$ cat config.mk
export PLATFORM = sky130hd
export DESIGN_NAME = fifo16_s1_s4_ctrl
export DESIGN_NICKNAME = d
export VERILOG_FILES = /design/src/rtl/fifo16_s1_s4_pkg.sv /design/src/rtl/fifo16_out_buf2.sv /design/src/rtl/fifo16_s1_s4_ctrl.sv
export SDC_FILE = /design/constraint.sdc
export NUM_CORES = 1
export LEC_CHECK = 0
export CAP_MARGIN = 20
export CORE_UTILIZATION = 56
export DETAILED_ROUTE_END_ITERATION = 16
export DONT_BUFFER_PORTS = 1
export GPL_ROUTABILITY_DRIVEN = 0
export GPL_TIMING_DRIVEN = 0
export PLACE_DENSITY_LB_ADDON = 0.08
export SLEW_MARGIN = 20
export SYNTH_ARGS = -nofsm -noshare
export SYNTH_HDL_FRONTEND = slang
export SYNTH_SLANG_ARGS = --single-unit
$ cat constraint.sdc
create_clock -name CLK -period 4.7 [get_ports CLK]
set_input_delay 0.235 -clock CLK [delete_from_list [all_inputs] [get_ports CLK]]
set_output_delay 0.235 -clock CLK [all_outputs]
set_load 0.01 [all_outputs]
$ cat src/rtl/fifo16_s1_s4_pkg.sv
// Shared widths, buffer occupancy encoding and level arithmetic for the
// bit-serial-in / nibble-out FIFO controller.
`timescale 1ns/1ps
package fifo16_s1_s4_pkg;

  localparam int unsigned WPTR_W   = 15;
  localparam int unsigned RPTR_W   = 13;
  localparam int unsigned ADDRA_W  = 14;
  localparam int unsigned ADDRB_W  = 12;
  localparam int unsigned RAM_BITS = 16384;
  localparam int unsigned NIB_W    = 4;

  localparam logic [WPTR_W-1:0] LEVEL_FULL = WPTR_W'(RAM_BITS);

  typedef enum logic [1:0] {
    BUF_EMPTY = 2'd0,
    BUF_ONE   = 2'd1,
    BUF_TWO   = 2'd2
  } buf_state_e;

  // Read pointer counts nibbles, so scale it to bits before subtracting.
  function automatic logic [WPTR_W-1:0] bit_level(input logic [WPTR_W-1:0] wptr,
                                                  input logic [RPTR_W-1:0] rptr);
    return wptr - {rptr, 2'b00};
  endfunction

endpackage

$ cat src/rtl/fifo16_out_buf2.sv
// Two-entry nibble FIFO that absorbs the RAM's registered read; head entry
// drives the consumer directly.
`timescale 1ns/1ps
module fifo16_out_buf2
  import fifo16_s1_s4_pkg::*;
(
  input  logic             clk,
  input  logic             rst_n,
  input  logic             clr,
  input  logic             push,
  input  logic [NIB_W-1:0] push_data,
  input  logic             pop,
  output logic [NIB_W-1:0] head,
  output logic             valid,
  output logic [1:0]       count
);

  buf_state_e       state_q, state_d;
  logic [NIB_W-1:0] head_q, head_d;
  logic [NIB_W-1:0] tail_q, tail_d;

  always_ff @(posedge clk or negedge rst_n) begin
    if (!rst_n) begin
      state_q <= BUF_EMPTY;
      head_q  <= '0;
      tail_q  <= '0;
    end else begin
      state_q <= state_d;
      head_q  <= head_d;
      tail_q  <= tail_d;
    end
  end

  always_comb begin
    state_d = state_q;
    head_d  = head_q;
    tail_d  = tail_q;
    if (clr) begin
      state_d = BUF_EMPTY;
    end else begin
      case (state_q)
        BUF_EMPTY: begin
          if (push) begin
            head_d  = push_data;
            state_d = BUF_ONE;
          end
        end
        BUF_ONE: begin
          case ({push, pop})
            2'b11: head_d = push_data;
            2'b10: begin
              tail_d  = push_data;
              state_d = BUF_TWO;
            end
            2'b01: state_d = BUF_EMPTY;
            default: ;
          endcase
        end
        BUF_TWO: begin
          // Parent never pushes into a full buffer unless it also pops.
          if (pop) begin
            head_d = tail_q;
            if (push) tail_d  = push_data;
            else      state_d = BUF_ONE;
          end
        end
        default: state_d = BUF_EMPTY;
      endcase
    end
  end

  assign head  = head_q;
  assign valid = (state_q != BUF_EMPTY);
  assign count = state_q;

endmodule

$ cat src/rtl/fifo16_s1_s4_ctrl.sv
// Controller for a 16 Kbit dual-port RAM: 1-bit write port A fed by a serial
// producer, 4-bit read port B drained into a 2-entry output buffer.
`timescale 1ns/1ps
module fifo16_s1_s4_ctrl
  import fifo16_s1_s4_pkg::*;
#(
  parameter logic [15:0] AFULL_THRESH  = 16'd16000,
  parameter logic [15:0] AEMPTY_THRESH = 16'd4
) (
  input  logic               CLK,
  input  logic               RST_N,
  input  logic               FLUSH,
  input  logic               IN_BIT,
  input  logic               IN_VALID,
  output logic               IN_READY,
  output logic [NIB_W-1:0]   OUT_NIB,
  output logic               OUT_VALID,
  input  logic               OUT_READY,
  output logic [WPTR_W-1:0]  BIT_LEVEL,
  output logic               ALMOST_FULL,
  output logic               ALMOST_EMPTY,
  output logic [ADDRA_W-1:0] ADDRA,
  output logic               DIA,
  output logic               ENA,
  output logic               WEA,
  output logic               SSRA,
  output logic [ADDRB_W-1:0] ADDRB,
  output logic               ENB,
  output logic               WEB,
  output logic               SSRB,
  input  logic [NIB_W-1:0]   DOB
);

  logic [WPTR_W-1:0] wptr_q, wptr_d;
  logic [RPTR_W-1:0] rptr_q, rptr_d;
  logic              inflight_q, inflight_d;
  logic              alive_q, alive_d;

  logic [WPTR_W-1:0] level;
  logic              full;
  logic              wr_en;
  logic              rd_en;
  logic              pop;
  logic              buf_valid;
  logic [1:0]        buf_cnt;
  logic [2:0]        occ_next;

  assign level = bit_level(wptr_q, rptr_q);
  assign full  = (level == LEVEL_FULL);

  assign IN_READY = alive_q & ~full & ~FLUSH;
  assign wr_en    = IN_VALID & IN_READY;

  // Buffer slots still claimed after this cycle, counting a read in flight.
  assign pop      = buf_valid & OUT_READY;
  assign occ_next = 3'(buf_cnt) + 3'(inflight_q) - 3'(pop);
  assign rd_en    = ~FLUSH & (level >= WPTR_W'(NIB_W)) & (occ_next < 3'd2);

  always_comb begin
    wptr_d     = wptr_q;
    rptr_d     = rptr_q;
    inflight_d = rd_en;
    alive_d    = 1'b1;
    if (FLUSH) begin
      wptr_d = '0;
      rptr_d = '0;
    end else begin
      if (wr_en) wptr_d = wptr_q + 1'b1;
      if (rd_en) rptr_d = rptr_q + 1'b1;
    end
  end

  always_ff @(posedge CLK or negedge RST_N) begin
    if (!RST_N) begin
      wptr_q     <= '0;
      rptr_q     <= '0;
      inflight_q <= 1'b0;
      alive_q    <= 1'b0;
    end else begin
      wptr_q     <= wptr_d;
      rptr_q     <= rptr_d;
      inflight_q <= inflight_d;
      alive_q    <= alive_d;
    end
  end

  // FLUSH clears the buffer with priority, so a read returning that cycle is lost.
  fifo16_out_buf2 u_out_buf (
    .clk       (CLK),
    .rst_n     (RST_N),
    .clr       (FLUSH),
    .push      (inflight_q),
    .push_data (DOB),
    .pop       (pop),
    .head      (OUT_NIB),
    .valid     (buf_valid),
    .count     (buf_cnt)
  );

  assign OUT_VALID    = buf_valid;
  assign BIT_LEVEL    = level;
  assign ALMOST_FULL  = ({1'b0, level} >= AFULL_THRESH);
  assign ALMOST_EMPTY = ({1'b0, level} <  AEMPTY_THRESH);

  assign ENA   = wr_en;
  assign WEA   = wr_en;
  assign ADDRA = wptr_q[ADDRA_W-1:0];
  assign DIA   = wr_en & IN_BIT;
  assign SSRA  = 1'b0;

  assign ENB   = rd_en;
  assign ADDRB = rptr_q[ADDRB_W-1:0];
  assign WEB   = 1'b0;
  assign SSRB  = 1'b0;

endmodule

==> impl.org <==
** Run status
- The run finished with clean final reports.

** Logic synthesis
- The largest total area in the synthesized netlist belongs to sky130_fd_sc_hd__dfrtp_1.
- Cells after synthesis :: 403
- Of the synthesized area, sequential elements account for 0.299.
- In the post-synthesis netlist, the biggest area contributors are sky130_fd_sc_hd__dfrtp_1, sky130_fd_sc_hd__buf_4, sky130_fd_sc_hd__ha_1.
- For this run, asynchronously set or reset flops after synthesis account for 1.00.
- Dominant synthesized flop cell :: sky130_fd_sc_hd__dfrtp_1
- Distinct cell type count after synthesis :: 53
- Ys Warns :: 0
- In this run, synthesis inferred 0 flip-flops with an integrated enable.
- After synthesis, the mean cell area works out to 8.32 µm².
- Summing every instance area after synthesis gives 3350 µm².
- Of the post-synthesis cell area, the dominant cell type holds 0.299.
- Synthesis inferred 40 register bits.

** Layout
- Of the cells placed in the final design, the portion with a size suffix greater than 1 is 0.145.
- Register area :: 1000 µm²
- Combined area of the multi-input logic cells :: 1930 µm²
- Synth-to-Final Area Change :: 7.43%
- The library cell used most frequently in the layout, excluding fill and tap cells, is sky130_fd_sc_hd__a21oi_1.
- # fillers :: 522
- Post-layout net count :: 445
- The finished cells cover 3600 µm².
- Diodes inserted :: 0
- In the layout the commonest cells are sky130_fd_sc_hd__a21oi_1, sky130_fd_sc_hd__dfrtp_1, sky130_fd_sc_hd__buf_4.

** Floorplan
- Height of the die :: 79.4 µm
- Initial cell density of the core :: 0.594
- Standard cell core area :: 5640 µm²
- The die covers 6300 µm².
- Horizontal die dimension :: 79.4 µm
- During I/O placement, the number of pins put on the boundary was 66.
- Cell row count :: 27

** Placed design
- Summing all placed instances gives a cell area of 3450 µm².
- HPWL after DPL :: 5840 µm
- Count of input and output buffers :: 0

** Routing
- Wires add up to 7980 µm.
- In the routed design, unresolved DRC markers number 0.
- Via-per-instance ratio :: 6.06
- Wire length per cell :: 16.4 µm
- For this block, the initial DRC count from the detailed router was 181.
- Vias after detailed routing :: 2,949
- Number of antenna-violating nets in the routed design :: 0
- Before antenna repair, the detailed router went through 4 iterations.

** Clocking
- Once the clock tree was built, the setup fixing pass inserted 0 buffers.
- Clock latency on the worst-skew pair :: 0.30 ns
- After clock tree synthesis, the clock-pin slew on the worst setup and hold paths is 0.08 ns.
- CTS tree :: yes
- H-tree lvl count :: 2
- The clock drives 40 sinks.
- In this run the deepest clock path goes through 2 buffers.
- Number of buffers created by CTS :: 5
- Clk Tree Root Cell :: sky130_fd_sc_hd__clkbuf_8

** Timing
- In the finished design, the share of the clock period the worst path needs comes to 0.897.
- Setup-failing EPs final :: 0
- The number of hold violations in the final report came to 0.
- Final min period :: 4.22 ns
- Setup Skew :: 0.0135 ns
- Static timing analysis puts the maximum clock frequency at 237 MHz.
- Setup total negative slack on the finished layout was measured at 0 ns.
- Final number of max-transition violations :: 0
- The worst pin sits at a relative slew slack of 0.415.
- RSZ-0062 raised after global routing :: no
- Worst Tran Pin Value :: 0.873 ns

** Setup path
- Cell count of the worst reg-to-reg path :: 13
- The worst register-to-register path has a setup slack of 0.81 ns.
- Startpoint class of the critical path :: flop
- Kind of cell adding the most delay to the critical path :: compound AO/OA/AOI/OAI gates
- Critical path peak fanout :: 10
- Kind of capture point of the worst setup path :: output pin
- Walking the worst path, the cells encountered are inv_1, ha_1, inv_1, fa_1, a21o_1, and4_1, o211ai_1, o311ai_0, o22ai_1, and4bb_2, clkbuf_1, buf_2, nor3_1.
- STA puts the critical path data arrival time at 3.98 ns.
- The critical path contains buffers and inverters numbering 4 combined.
- Worst path depth :: 13
- The worst setup path is of the reg -> out kind.
- Worst r2r src :: wptr_q[2]$_DFFE_PN0P_
- In this run the critical register-to-register path is captured at rptr_q[5]$_DFFE_PN0P_.
- Counting stages on the worst path, the most repeated cell is sky130_fd_sc_hd__inv_1.
- Slowest CP cell :: sky130_fd_sc_hd__dfrtp_1
- The largest single stage delay on the critical path is 0.46 ns.
- CP required :: 4.47 ns

** Worst hold path
- Destination of the worst hold path :: u_out_buf.tail_q[3]$_DFFE_PN0P_
- Hold Crit Depth :: 1
- The worst hold path begins at DOB[3].
- In this run the worst hold path is classified as in -> reg.

** Pwr
- Peak supply drop :: 0.253 mV
- Summed over all cells, the static leakage comes to 1.54 nW.
- Areal power density over the cells :: 382 nW/µm²

** Run
- # Max-Cap Violations :: 0

** GRT
- Entering global routing, the biggest net connects 41 pins.
- Summed over all layers, the global routing overflow is 0.
- Global-route wire length before repair :: 13,300 µm
- Number of global-route vias before repair :: 2,753
- The number of antenna violations at the first check in global routing came to 0.
- Across every metal layer, demand over resource in global routing totals 0.269.
sequential cells by signal (all words and copies together) (netlist names):
name	cells
alive_q	1
inflight_q	1
rptr_q	13
u_out_buf.count	2
u_out_buf.head	4
u_out_buf.tail_q	4
wptr_q	15
per-layer routing:
metal / track usage / part of all wire / vias up / wire, µm
met5: 0 / 0 / - / 0
li1: - / - / 1468 / -
met1: 0.384 / 0.48 / 1385 / 3820
met4: 0.0673 / 0.011 / 0 / 91
met2: 0.425 / 0.46 / 90 / 3650
met3: 0.0411 / 0.052 / 6 / 411
kinds of logic after synthesis:
kind of cell | share of synthesized area
flip-flops | 0.299
AO/OA/AOI/OAI | 0.184
other | 0.00224
buffers and inverters | 0.127
adder cells (fa/ha/maj) | 0.0828
XOR/XNOR | 0.0157
AND/OR/NAND/NOR | 0.250
multiplexers | 0.0396
synthesized netlist by cell type (7+ instances only):
cell and number:
sky130_fd_sc_hd__a21oi_1 47, sky130_fd_sc_hd__dfrtp_1 40, sky130_fd_sc_hd__buf_4 32, sky130_fd_sc_hd__nor2_1 26
sky130_fd_sc_hd__or4_1 24, sky130_fd_sc_hd__inv_1 22, sky130_fd_sc_hd__nand2_1 21, sky130_fd_sc_hd__o31ai_1 20
sky130_fd_sc_hd__clkbuf_1 19, sky130_fd_sc_hd__ha_1 19, sky130_fd_sc_hd__nand3_1 14, sky130_fd_sc_hd__nor3_1 13
sky130_fd_sc_hd__nand4_1 8, sky130_fd_sc_hd__o21ai_0 8, sky130_fd_sc_hd__or3_1 7
final cells by class:
type	instances	area share
clock buffer	6	0.0229
clock inverter	2	0.0108
tap	72	0.0250
multi-input combinational	288	0.537
sequential	40	0.278
timing repair buffer	2	0.00834
inverter	22	0.0229
buffer	55	0.0955
where the power goes:
| part | switching (mW) | total [mW] | internal, mW |
|---|---|---|---|
| Combinational | 0.388 | 0.623 | 0.235 |
| Sequential | 0.0567 | 0.453 | 0.396 |
| Clock | 0.128 | 0.302 | 0.174 |
| Total | 0.573 | 1.38 | 0.804 |
how the worst max path moves through the flow:
stage	from	to
after floorplan	wptr_q[2]$_DFFE_PN0P_	WEA
after global placement	wptr_q[2]$_DFFE_PN0P_	WEA
after detailed placement	wptr_q[2]$_DFFE_PN0P_	ENB
after CTS	wptr_q[2]$_DFFE_PN0P_	ENB
after global routing	wptr_q[2]$_DFFE_PN0P_	ENB
final	wptr_q[2]$_DFFE_PN0P_	ENB
through the flow:
stage	util	setup slack (ns)	power [mW]	hold WS [ns]	instances
final	0.639	0.483	1.38	0.0931	487
after global routing	0.639	0.244	1.49	0.0782	487
after CTS	0.639	0.493	1.39	0.0843	487
after detailed placement	0.612	0.806	1.08	-0.0597	477
after global placement	0.612	0.858	1.06	-0.0597	477
after floorplan	-	1.24	0.956	-0.0606	405
repair_timing:
item | 4_1_cts | 5_1_grt
resized for setup | 0 | 0
hold endpoints to repair | 40 | 0
hold buffers | 2 | 0
(Power assumes the default switching activity.)
